$ cat config.mk
export PLATFORM = sky130hd
export DESIGN_NAME = conv8_32
export DESIGN_NICKNAME = d
export VERILOG_FILES = /design/src/rtl/conv8_32.sv
export SDC_FILE = /design/constraint.sdc
export NUM_CORES = 1
export LEC_CHECK = 0
export CAP_MARGIN = 20
export CORE_ASPECT_RATIO = 1.25
export CORE_UTILIZATION = 34
export DETAILED_ROUTE_END_ITERATION = 6
export DONT_BUFFER_PORTS = 1
export PLACE_DENSITY = 0.57
export SLEW_MARGIN = 10
export SYNTH_ARGS = -nofsm -noshare
export SYNTH_HDL_FRONTEND = slang
export SYNTH_SLANG_ARGS = --single-unit
$ cat constraint.sdc
create_clock -name clk -period 4.7 [get_ports clk]
set_clock_uncertainty 0.2 [all_clocks]
set_input_delay 0.705 -clock clk [delete_from_list [all_inputs] [get_ports clk]]
set_output_delay 0.705 -clock clk [all_outputs]
set_load 0.01 [all_outputs]
$ cat src/rtl/conv8_32.sv
// Receive-side 8-to-32 packer: gathers qualified bytes into 32-bit words,
// pulses out32 per completed word and err8 when an idle partial word is dropped.
module conv8_32 #(
   parameter int MSB_FIRST = 1,
   parameter int GAP_MAX   = 8,
   parameter int GAP_W     = 4
) (
   input  logic        clk,
   input  logic        reset,
   input  logic [7:0]  in_data8,
   input  logic        in8,
   output logic [31:0] out_data32,
   output logic        out32,
   output logic        err8,
   output logic        busy
);

   typedef enum logic [1:0] {IDLE, B1, B2, B3} cnt_t;

   cnt_t             cnt, cnt_nxt;
   logic [GAP_W-1:0] idle, idle_nxt;
   logic [GAP_W:0]   idle_inc;
   logic [31:0]      asm_r, asm_nxt, word_nxt, out_data_nxt;
   logic [1:0]       slot;
   logic             out32_nxt, err8_nxt, timeout;

   always_comb begin
      cnt_nxt      = cnt;
      idle_nxt     = idle;
      asm_nxt      = asm_r;
      out_data_nxt = out_data32;
      out32_nxt    = 1'b0;
      err8_nxt     = 1'b0;
      // 3-cnt equals the bitwise inverse of a 2-bit count
      slot         = (MSB_FIRST != 0) ? ~cnt : cnt;
      word_nxt     = asm_r;
      word_nxt[8*slot +: 8] = in_data8;
      idle_inc     = {1'b0, idle} + (GAP_W+1)'(1);
      timeout      = (GAP_MAX != 0) && (idle_inc == (GAP_W+1)'(GAP_MAX));

      if (in8) begin
         idle_nxt = '0;
         unique case (cnt)
            IDLE: begin
               cnt_nxt = B1;
               asm_nxt = word_nxt;
            end
            B1: begin
               cnt_nxt = B2;
               asm_nxt = word_nxt;
            end
            B2: begin
               cnt_nxt = B3;
               asm_nxt = word_nxt;
            end
            B3: begin
               cnt_nxt      = IDLE;
               asm_nxt      = '0;
               out_data_nxt = word_nxt;
               out32_nxt    = 1'b1;
            end
            default: cnt_nxt = IDLE;
         endcase
      end else if (cnt != IDLE) begin
         if (timeout) begin
            cnt_nxt  = IDLE;
            idle_nxt = '0;
            asm_nxt  = '0;
            err8_nxt = 1'b1;
         end else begin
            idle_nxt = idle_inc[GAP_W-1:0];
         end
      end
   end

   always_ff @(posedge clk or negedge reset) begin
      if (!reset) begin
         cnt        <= IDLE;
         idle       <= '0;
         asm_r      <= '0;
         out_data32 <= '0;
         out32      <= 1'b0;
         err8       <= 1'b0;
         busy       <= 1'b0;
      end else begin
         cnt        <= cnt_nxt;
         idle       <= idle_nxt;
         asm_r      <= asm_nxt;
         out_data32 <= out_data_nxt;
         out32      <= out32_nxt;
         err8       <= err8_nxt;
         busy       <= (cnt_nxt != IDLE);
      end
   end

endmodule

# ---- Yosys cells after proc, flatten, opt, wreduce, memory -nomap -nowiden
# Index checks and enable logic that the tools add are counted.
dict set report classes {
  add_sub_neg 2
  mul 0
  n_div 0
  magnitude_cmp 0
  eq_ne 4
  shifts 2
  n_mux 17
  bitwise 1
  n_reduce_logical 8
}
# cell count
set ops {}
lappend ops {{2-to-1 mux 32 bit} 3}
lappend ops {{case mux 32 bit (2 select lines)} 1}
lappend ops {{negation 5 -> 34 bit} 1}
lappend ops {{variable shift 8 x 34 -> 32 bit, first input constant} 1}
lappend ops {{variable part select 8 x 34 -> 32 bit} 1}
lappend ops {{bitwise mux 32 bit} 1}
lappend ops {{2-to-1 mux 4 bit} 3}
lappend ops {{case mux 2 bit (4 select lines)} 1}
lappend ops {{nonzero test 2 bit} 4}
lappend ops {{2-to-1 mux 2 bit} 3}
lappend ops {{adder 4 x 1 -> 5 bit, second input constant} 1}
lappend ops {{equality test 5 x 4 -> 1 bit, second input constant} 1}
lappend ops {{2-to-1 mux 1 bit} 5}
lappend ops {{equality test 2 bit, second input constant} 2}
lappend ops {{AND reduction 2 bit} 2}
lappend ops {{OR reduction 3 bit} 1}
lappend ops {{equality test 2 x 1 -> 1 bit, second input constant} 1}
lappend ops {{logical NOT 2 bit} 1}
lappend ops {{inverter 2 bit} 1}
dict set report word_totals {
  ff_bits 73
  latchBits 0
  ram_bits 0
  rom_bits 0
  in_bits 11
  output_inout_bits 35
  wordCells 41
  memories 0
}

# ---- Longest topological paths before layout
# Gate-level depths: netlist (run 1).
dict set report logic_depth {
  word_depth 6
  mapped_depth 7
  ltp_nobuf 5
}

# ---- Least setup slack after synthesis (run 1)
# No wires, ideal clock.
dict set report synth_timing {
  kind {reg-to-reg}
  start {register cnt[0]}
  end {register asm_r[0]}
  setup_ns 0.120
  t_arrival_ns 1.704
  t_required_ns 4.380
  slack_ns 2.676
  path_stages_with_launch 7
  path_buffers 1
  period_less_slack_ns 2.024
  path_cell_list {dfrtp_1 > inv_1 > ha_1 > nand4b_4 > or3_1 > buf_2 > and3_1}
}
dict set report synth_via {
  elab_chain_len 6
  word_cells_on_any_way 15
  cone_classes {1 x add/sub; 3 x eq/ne; 2 x shift; 3 x mux; 1 x bitwise; 5 x reduce/logical}
}
# element line
set synth_rtl {}
lappend synth_rtl {{from (decl)} 20} ;# cnt_t cnt, cnt_nxt;
lappend synth_rtl {{from (signal assigned)} 86} ;# cnt <= cnt_nxt;
lappend synth_rtl {{inverter 2 bit} 35} ;# slot = (MSB_FIRST != 0) ? ~cnt : cnt;
lappend synth_rtl {{negation 5 -> 34 bit} 37} ;# word_nxt[8*slot +: 8] = in_data8;
lappend synth_rtl {{variable part select 8 x 34 -> 32 bit or variable shift 8 x 34 -> 32 bit (tied branches)} 37}
lappend synth_rtl {{bitwise mux 32 bit} 37}
lappend synth_rtl {{case mux 32 bit (2 select lines)} 43} ;# unique case (cnt)
lappend synth_rtl {{2-to-1 mux 32 bit} 41} ;# if (in8) begin
lappend synth_rtl {{to (signal assigned)} 88} ;# asm_r <= asm_nxt;
lappend synth_rtl {{to (decl)} 23} ;# logic [31:0] asm_r, asm_nxt, word_nxt, out_data_nxt;
# Parallel ways exist; a longest one is shown, timed or not.
# A chain may end at the register's enable or synchronous reset.

# ---- Final worst setup path (run 1)
dict set report layout_timing {
  start {register cnt[0]}
  end {register asm_r[6]}
}
# Same word-level chain as after synthesis.

==> flow_summary.yaml, run 1 <==
clock_network:
  clock_pin_slew_reported_for_the_worst_setup_and_hold_paths_after_clock_tree_synthesis_ns: 0.06
  insertion_delay_ns: 0.34
  cts_buffers: 9
  clock_tree_from_tritoncts: "built"
  max-clock-path-buffers: 2
  cts_repair_resize_count: 0
  root_buffer: "sky130_fd_sc_hd__clkbuf_16"
  number_of_levels_the_h_tree_was_split_into: 3
  cts.sink_count: 73
  cts_post_setup_buffers_inserted: 0
die:
  start_util_pct: 34.98
  std_cell_rows: 41
  design.die.area_mm2: 0.01076
  core_mm2: 0.01005
  die_height_um: 115.7
  floorplan.die.width_um: 92.97
  io_pins: 46
layout:
  fin_util_pct: 38.97
  final_nets: 371
  diodes: 0
  layout-drive-gt1-share_pct: 6.443
  synth_to_final_area_change_pct: 11.42
route:
  drtAntennaViolNets: 0
  detail_route.iter0.violations: 138
  finalWirelength_um: 7955
  vias: 2475
  drc_errors: 0
  drt_pass_1_iters: 4
  viasPerCell: 5.093
  post_drt_wl_per_cell_um: 16.37
worst_hold_path:
  worst_hold_path_type: "primary input to async pin"
synthesis:
  yosys-top-cells-count: "73 x sky130_fd_sc_hd__dfrtp_1, 53 x sky130_fd_sc_hd__nand2_1, 42 x sky130_fd_sc_hd__nand3_1, 38 x sky130_fd_sc_hd__o21ai_0, 27 x sky130_fd_sc_hd__nor2b_1"
  syn-cell-area_mm2: 0.003517
  synth_async_sr_flop_share_pct: 100.0
  yosys.area_share.simple_pct: 26.18
  syn_area_per_cell_um2: 9.662
  synthMostInstantiatedCell: "sky130_fd_sc_hd__dfrtp_1"
  ys_types: 28
  ys_seq_elements: 73
  synth_top_family_by_area: "simple AND/OR/NAND/NOR gates"
  ys_dominant_reg_cell: "sky130_fd_sc_hd__dfrtp_1"
  area_fraction_in_compound_gates_after_synthesis_pct: 13.27
  count_of_flip_flops_with_a_built_in_enable_after_synthesis: 0
  mappedNetlistNets: 383
  yosys.area_share.adder_pct: 2.846
  count_of_yosys_warnings_during_synthesis: 0
  synth-seq-area-share_pct: 51.94
  muxShareOfSynthArea_pct: 1.245
  post-synth-top-area-fraction_pct: 51.94
  yosysTopAreaCell: "sky130_fd_sc_hd__dfrtp_1"
  ys_top_cells_by_area: "sky130_fd_sc_hd__dfrtp_1 52%, sky130_fd_sc_hd__nand3_1 6.0%, sky130_fd_sc_hd__nand2_1 5.7%"
  post_synth_xor_area_fraction_pct: 0.4980
  post_synth_inst_count: 364
setup_path:
  cp-end-kind: "flop"
  timing.setup.critical_path_class: "flop to flop"
  worstPathBufferInverterCount: 1
  critical_path.slowest_cell: "sky130_fd_sc_hd__or3_1"
  r2r-start: "cnt[0]"
  critical-path-max-stage-delay_ns: 0.62
  setup.reg_to_reg.worst_slack_ns: 2.04
  rr_endpoint: "asm_r[6]"
  depth_of_the_most_critical_reg_to_reg_path: 5
  start_kind: "flop"
  worstPathCellList: "inv_1 > ha_1 > nand4b_4 > or3_1 > and3_1"
  timing.critical_path.required_ns: 4.73
  cpLargestDelayFamily: "simple AND/OR/NAND/NOR gates"
  cp.arrival_ns: 2.68
  timing.critical_path.fanout_max: 30
place:
  gpl.final_weighted_congestion: 0.7806
  port-buffer-count: 0
  dp_hpwl_um: 4966
power:
  powerDensity_mw_per_mm2: 633.2
  total_leakage_power_nw: 1.831
  vdd_ir_drop_max_v: 0.0002595
sta:
  slew-limit-headroom_pct: 29.33
  rsz_0062_raised_after_global_routing: "no"
  hold_violations: 0
  max_slew.worst_pin.slew_ns: 1.060
  post-route-period-util_pct: 56.51
  setup_tns_ns: 0
  final_max_slew_viol_count: 0
  max_freq_mhz: 376.5
  final-setup-viol-count: 0
  final.min_clock_period_ns: 2.656
global_route:
  grt_use_total_pct: 15.92
  gr-total-overflow: 0
  number_of_antenna_violations_at_the_first_check_in_global_routing: 0
  grt_pass1_wl_um: 12890
  first_global_vias: 2468
  maximum_number_of_pins_on_one_net_before_global_route_repair: 74
run_status:
  status: "completed"
flow_run:
  drv_cap: 0
[state kept, by name, summed over array words and instances, names as in the netlist]
| name | flops |
|---|---|
| asm_r | 32 |
| err8 | 1 |
| idle | 4 |
| busy | 1 |
| cnt | 2 |
| out_data32 | 32 |
| out32 | 1 |
[routing by layer]
layer  vias up  wire length [um]  GRT usage, %  part of all wire (%)
met5         -                 0             0                     0
met4         0               109         5.846                   1.4
met3         7               592         5.971                   7.4
met2        66              3690         24.61                    46
met1      1172              3562         20.40                    45
li1       1230                 -             -                     -
[cell usage in the layout (no fill, tap or decap), types with 2 or more instances in the layout]
master | synthesis | final
sky130_fd_sc_hd__clkinv_2 | 0 | 2
sky130_fd_sc_hd__ha_1 | 8 | 8
sky130_fd_sc_hd__clkbuf_1 | 11 | 2
sky130_fd_sc_hd__clkbuf_16 | 0 | 9
sky130_fd_sc_hd__dfrtp_1 | 73 | 73
sky130_fd_sc_hd__a2bb2oi_1 | 21 | 21
sky130_fd_sc_hd__a21oi_1 | 12 | 12
sky130_fd_sc_hd__nand2b_1 | 23 | 23
sky130_fd_sc_hd__and3_1 | 9 | 9
sky130_fd_sc_hd__nor2b_1 | 27 | 27
sky130_fd_sc_hd__nand2_1 | 53 | 52
sky130_fd_sc_hd__o21ai_0 | 38 | 38
sky130_fd_sc_hd__or3_1 | 2 | 2
sky130_fd_sc_hd__and2b_1 | 8 | 8
sky130_fd_sc_hd__nand3_1 | 42 | 42
sky130_fd_sc_hd__nor2_1 | 3 | 3
sky130_fd_sc_hd__mux2_2 | 3 | 3
sky130_fd_sc_hd__buf_16 | 0 | 2
sky130_fd_sc_hd__o22ai_1 | 4 | 4
sky130_fd_sc_hd__inv_1 | 4 | 4
[cell families (layout without fill, tap and decap cells)]
group	count (synthesis)	after routing
muxes	4	4
and+or+nand+nor	171	171
buffers and inverters	30	23
xor gates and xnor gates	2	2
DFF	73	73
adders and majority gates	8	8
AOI/OAI and AO/OA	76	76
[final cells by class]
type | instances | area [um^2]
Timing Repair Buffer | 3 | 75.07
Clock inverter | 5 | 56.30
Fill cell | 1041 | 6136
Tap cell | 129 | 161.4
Sequential cell | 73 | 1827
Multi-Input combinational cell | 261 | 1551
Clock buffer | 11 | 232.7
Inverter | 4 | 15.01
[timing repair]
action	CTS	global route
hold endpoints to repair	73	0
endpoints found under the setup margin	0	0
hold buffers	1	0
[worst max path at each step]
stage | start | to | slack (ns) | depth (start not counted)
3_5_place_dp | cnt[0] | asm_r[6] | 2.05 | 5
3_3_place_gp | cnt[0] | asm_r[2] | 2.12 | 5
4_1_cts | cnt[0] | asm_r[6] | 2.03 | 5
5_1_grt | cnt[0] | asm_r[0] | 1.83 | 5
2_1_floorplan | cnt[0] | asm_r[0] | 2.68 | 6
6_report | cnt[0] | asm_r[6] | 2.04 | 5
[where the power goes]
part | internal (W) | leakage (nW) | switching [W]
sequential | 0.000843 | 0.926 | 0.000182
combinational | 0.000363 | 0.765 | 0.000431
clock | 0.000410 | 0.139 | 0.000253
total | 0.00162 | 1.83 | 0.000866
[per-stage QoR]
step / hold slack (ns) / instance area, um^2 / setup slack [ns] / power (W) / std cells
after CTS: 0.07383 / 3871 / 2.030 / 0.002501 / 484
after global placement: 0.2132 / 3555 / 2.121 / 0.001784 / 467
after detailed placement: 0.2129 / 3555 / 2.050 / 0.001807 / 467
final: 0.06514 / 3919 / 2.044 / 0.002481 / 486
after floorplan: 0.2094 / 3517 / 2.676 / 0.001646 / 364
after global routing: 0.08588 / 3919 / 1.826 / 0.002669 / 486
(Power assumes the default switching activity.)
==> run 2: changes to the inputs <==
clock period = 2.7 ns   (was 4.7 ns; I/O delays follow)
==> flow_summary.yaml, run 2 (same netlist as run 1, synthesis figures left out) <==
run_status:
  status: "completed"
global_route:
  maximum_number_of_pins_on_one_net_before_global_route_repair: 74
  grt_use_total_pct: 16.67
  gr-total-overflow: 0
  number_of_antenna_violations_at_the_first_check_in_global_routing: 0
  grt_pass1_wl_um: 13250
  first_global_vias: 2461
die:
  floorplan.die.width_um: 92.97
  design.die.area_mm2: 0.01076
  std_cell_rows: 41
  start_util_pct: 34.98
  io_pins: 46
  die_height_um: 115.7
  core_mm2: 0.01005
clock_network:
  cts.sink_count: 73
  clock_tree_from_tritoncts: "built"
  number_of_levels_the_h_tree_was_split_into: 3
  cts_buffers: 9
  clock_pin_slew_reported_for_the_worst_setup_and_hold_paths_after_clock_tree_synthesis_ns: 0.06
  cts_post_setup_buffers_inserted: 0
  insertion_delay_ns: 0.34
  max-clock-path-buffers: 2
  root_buffer: "sky130_fd_sc_hd__clkbuf_16"
setup_path:
  start_kind: "flop"
  critical-path-max-stage-delay_ns: 0.52
  timing.critical_path.required_ns: 2.73
  worstPathCellList: "inv_1 > ha_1 > nand4b_4 > or3_1 > and3_1"
  worst_setup_path_endpoint: "asm_r[0]"
  worstPathBufferInverterCount: 1
  rr_endpoint: "asm_r[0]"
  cp-end-kind: "flop"
  critical_path.startpoint: "cnt[0]"
  timing.setup.critical_path_class: "flop to flop"
  setup.reg_to_reg.worst_slack_ns: 0.33
  count_of_cell_instances_traversed_by_the_critical_path: 5
  depth_of_the_most_critical_reg_to_reg_path: 5
  timing.critical_path.fanout_max: 12
  critical_path.slowest_cell: "sky130_fd_sc_hd__dfrtp_1"
  r2r-start: "cnt[0]"
  cp.arrival_ns: 2.39
  cpLargestDelayFamily: "simple AND/OR/NAND/NOR gates"
sta:
  setup_tns_ns: 0
  rsz_0062_raised_after_global_routing: "no"
  hold_violations: 0
  final-setup-viol-count: 0
  max_slew.worst_pin.slew_ns: 0.6512
  worst_hold_slack_ns: 0.01417
  post-route-period-util_pct: 87.71
  final.min_clock_period_ns: 2.368
  slew-limit-headroom_pct: 56.54
  final_max_slew_viol_count: 0
  max_freq_mhz: 422.3
power:
  share_clk_of_total_power_pct: 27.2
  power.combinational.fraction_pct: 31.6
  vdd_ir_drop_max_v: 0.0003533
  total_leakage_power_nw: 1.839
  power.switching_fraction_pct: 35.37
  power.net_switching_w: 0.001534
  share_seq_of_total_power_pct: 41.2
  cellInternalPower_w: 0.002802
  powerDensity_mw_per_mm2: 1099
route:
  finalWirelength_um: 8138
  met2_wire_len_um: 3802
  detail_route.iter0.violations: 133
  drtAntennaViolNets: 0
  wl_met1_um: 3503
  vias: 2535
  drt_pass_1_iters: 4
  viasPerCell: 5.152
  drc_errors: 0
  routed.top_layer: "met4"
  met3WireLength_um: 665
  post_drt_wl_per_cell_um: 16.54
layout:
  layout.cells.most_common_list: "73 x sky130_fd_sc_hd__dfrtp_1, 52 x sky130_fd_sc_hd__nand2_1, 42 x sky130_fd_sc_hd__nand3_1"
  num-fill-cells: 1051
  largest_registers: "asm_r (32), out_data32 (32), idle (4)"
  leading_cell_type_in_the_layout_fill_and_taps_excluded: "sky130_fd_sc_hd__dfrtp_1"
  final_nets: 377
  postLayoutCellArea_mm2: 0.003944
  diodes: 0
  synth_to_final_area_change_pct: 12.13
  layout-drive-gt1-share_pct: 7.989
worst_hold_path:
  worst_hold_path_type: "primary input to flop"
place:
  gpl.final_weighted_congestion: 0.7373
  post_dp_area_mm2: 0.003600
  dp_hpwl_um: 5196
  port-buffer-count: 0
flow_run:
  drv_cap: 0
[run 2: worst min path at each step]
| stage | start | slack (ns) | cells after the start | to |
|---|---|---|---|---|
| 2_1_floorplan | reset | -0.09 | 0 | asm_r[0] |
| 6_report | in8 | 0.01 | 2 | cnt[1] |
| 4_1_cts | in8 | 0.005 | 2 | cnt[1] |
| 5_1_grt | in_data8[3] | 0.01 | 2 | asm_r[19] |
| 3_5_place_dp | reset | -0.09 | 0 | asm_r[18] |
| 3_3_place_gp | reset | -0.09 | 0 | out_data32[24] |
[run 2: power by group through the flow]
stage	clock network (W)	registers, W	logic (W)
2_1_floorplan	0	0.00174	0.00112
3_3_place_gp	0	0.00179	0.00133
3_5_place_dp	0	0.00181	0.00135
4_1_cts	0.00122	0.00179	0.00139
5_1_grt	0.00127	0.00184	0.00157
6_report	0.00118	0.00179	0.00137
[run 2: timing repair]
action,in CTS,in global routing
endpoints found under the hold margin,83,0
resized for setup,0,0
hold buffers,3,0
[run 2: worst register-to-register path: cells and delay by family, from the launching register on]
kind          cells  cell delay (ns)
fa+ha+maj         1             0.31
flops             1             0.52
simple gates      3             1.05
buf+inv           1             0.16
[run 2: layout make-up]
class                      count  area, um^2  share of cell area [%]
clock buffer                   9       225.2                   5.711
clock inverter                 7       71.32                   1.808
inverter                       4       15.01                  0.3807
multi-input combinational    261        1551                   39.34
sequential                    73        1827                   46.32
tap                          129       161.4                   4.093
timing repair buffer           9       92.59                   2.348
[run 2: per-stage QoR]
stage,total power [W],util [%],setup slack [ns],instances
finish,0.004336,39.22,0.3318,492
global route,0.004686,39.22,0.1780,492
CTS,0.004399,39.22,0.3233,492
detailed placement,0.003162,35.80,0.3434,473
global placement,0.003123,35.80,0.4287,473
floorplan,0.002866,-,0.6764,364
[run 2: layer usage]
layer  vias up  GRT usage, %
met1      1219         20.87
met5         -             0
met3         9         7.087
li1       1241             -
met4         0         7.897
met2        66         24.85
==> run 3: changes to the inputs <==
PLACE_DENSITY = 0.59   (was 0.57)
clock period = 2.1 ns   (was 2.7 ns; I/O delays follow)
==> flow_summary.yaml, run 3 (same netlist as run 1, synthesis figures left out) <==
run_status:
  status: "finished with violations"
  violations_in_the_final_reports: "hold timing"
setup_path:
  timing.setup.critical_path_class: "primary input to flop"
  rr_endpoint: "cnt[0]"
  cp-end-kind: "flop"
  cp.arrival_ns: 1.96
  timing.critical_path.fanout_max: 24
  start_kind: "primary input"
  timing.critical_path.required_ns: 2.11
  setup.reg_to_reg.worst_slack_ns: 0.19
  r2r-start: "cnt[0]"
  depth_of_the_most_critical_reg_to_reg_path: 7
  critical_path.startpoint: "in8"
sta:
  hold_violations: 73
  max_slew.worst_pin.slew_ns: 0.9886
  slew-limit-headroom_pct: 33.88
  worst_hold_slack_ns: -0.5169
  max_freq_mhz: 511.8
  rsz_0062_raised_after_global_routing: "no"
  post-route-period-util_pct: 93.04
  final.min_clock_period_ns: 1.954
  postLayoutSetupSlackWorst_ns: 0.1461
  setup_tns_ns: 0
  final-setup-viol-count: 0
  final_max_slew_viol_count: 0
layout:
  final_nets: 392
  largest_registers: "asm_r (32), out_data32 (32), idle (4)"
  postLayoutCellArea_mm2: 0.004099
  fin_util_pct: 40.77
  layout-drive-gt1-share_pct: 9.259
  num-fill-cells: 995
  layout.cells.most_common_list: "73 x sky130_fd_sc_hd__dfrtp_1, 52 x sky130_fd_sc_hd__nand2_1, 42 x sky130_fd_sc_hd__nand3_1"
  synth_to_final_area_change_pct: 16.54
  leading_cell_type_in_the_layout_fill_and_taps_excluded: "sky130_fd_sc_hd__dfrtp_1"
global_route:
  grt_pass1_wl_um: 14210
  maximum_number_of_pins_on_one_net_before_global_route_repair: 74
  first_global_vias: 2658
  grt_use_total_pct: 17.62
  gr-total-overflow: 0
  number_of_antenna_violations_at_the_first_check_in_global_routing: 1
flow_run:
  drv_cap: 0
clock_network:
  clock_pin_slew_reported_for_the_worst_setup_and_hold_paths_after_clock_tree_synthesis_ns: 0.06
  root_buffer: "sky130_fd_sc_hd__clkbuf_16"
  cts_post_setup_buffers_inserted: 0
  cts_buffers: 9
  number_of_levels_the_h_tree_was_split_into: 3
  cts_hold_repair.buffers: 10
  insertion_delay_ns: 0.33
  cts_repair_resize_count: 0
  clock_tree_from_tritoncts: "built"
  cts.sink_count: 73
  max-clock-path-buffers: 2
die:
  start_util_pct: 34.98
  die_height_um: 115.7
  core_mm2: 0.01005
  design.die.area_mm2: 0.01076
  io_pins: 46
  floorplan.die.width_um: 92.97
  std_cell_rows: 41
place:
  port-buffer-count: 0
  gpl.final_weighted_congestion: 0.7505
  dp_hpwl_um: 5447
  post_dp_area_mm2: 0.003685
  post-place-ws_ns: 0.2190
route:
  vias: 2610
  drc_errors: 0
  drt_pass_1_iters: 4
  detail_route.iter0.violations: 179
  viasPerCell: 5.138
  post_drt_wl_per_cell_um: 17.21
  drtAntennaViolNets: 0
  finalWirelength_um: 8743
power:
  vdd_ir_drop_max_v: 0.0004950
  total_leakage_power_nw: 1.921
  design_power_total_w: 0.005807
  powerDensity_mw_per_mm2: 1417
worst_hold_path:
  worst_hold_path_type: "primary input to async pin"
==> run 3: where the power goes <==
| part | leakage [nW] | internal [W] | total [W] | switching, W |
|---|---|---|---|---|
| registers | 0.926 | 0.00189 | 0.00226 | 0.000372 |
| clock network | 0.152 | 0.00103 | 0.00161 | 0.000574 |
| logic | 0.843 | 0.000909 | 0.00194 | 0.00103 |
| total | 1.92 | 0.00383 | 0.00581 | 0.00198 |
==> run 3: layout make-up <==
type	count	area (um^2)	share of cell area, %
repair buffers	24	230.2	5.617
inverters	4	15.01	0.3663
multi-input cells	261	1551	37.85
well taps	129	161.4	3.938
clock buffers	10	229.0	5.586
diodes	1	2.502	0.06105
flip-flops and latches	73	1827	44.57
clock inverters	6	82.58	2.015
==> run 3: worst max path at each step <==
| stage | end | slack, ns | depth (start not counted) |
|---|---|---|---|
| 3_5_place_dp | out_data32[2] | 0.22 | 5 |
| 4_1_cts | asm_r[25] | 0.16 | 4 |
| 5_1_grt | asm_r[23] | 0.03 | 4 |
| 6_report | asm_r[25] | 0.15 | 4 |
| 2_1_floorplan | asm_r[0] | 0.08 | 6 |
| 3_3_place_gp | cnt[0] | 0.28 | 7 |
==> run 3: through the flow <==
stage | hold slack, ns | std cells
2_1_floorplan | -0.1806 | 364
3_3_place_gp | -0.1757 | 481
3_5_place_dp | -0.1756 | 481
4_1_cts | -0.5328 | 507
5_1_grt | -0.5332 | 508
6_report | -0.5169 | 508
==> run 3: layer usage <==
metal	track usage (%)	vias to the layer above	share of wire, %
met5	0	-	0
met4	9.026	0	3.1
met3	5.840	20	5.6
met2	26.86	66	46
met1	22.32	1248	45
li1	-	1276	-
==> run 3: critical path, cell delays in order <==
cell                            delay [ns]
sky130_fd_sc_hd__dlygate4sd3_1        1.18
sky130_fd_sc_hd__nor2b_1              0.16
sky130_fd_sc_hd__a2bb2oi_1            0.21
sky130_fd_sc_hd__nand3_1              0.09
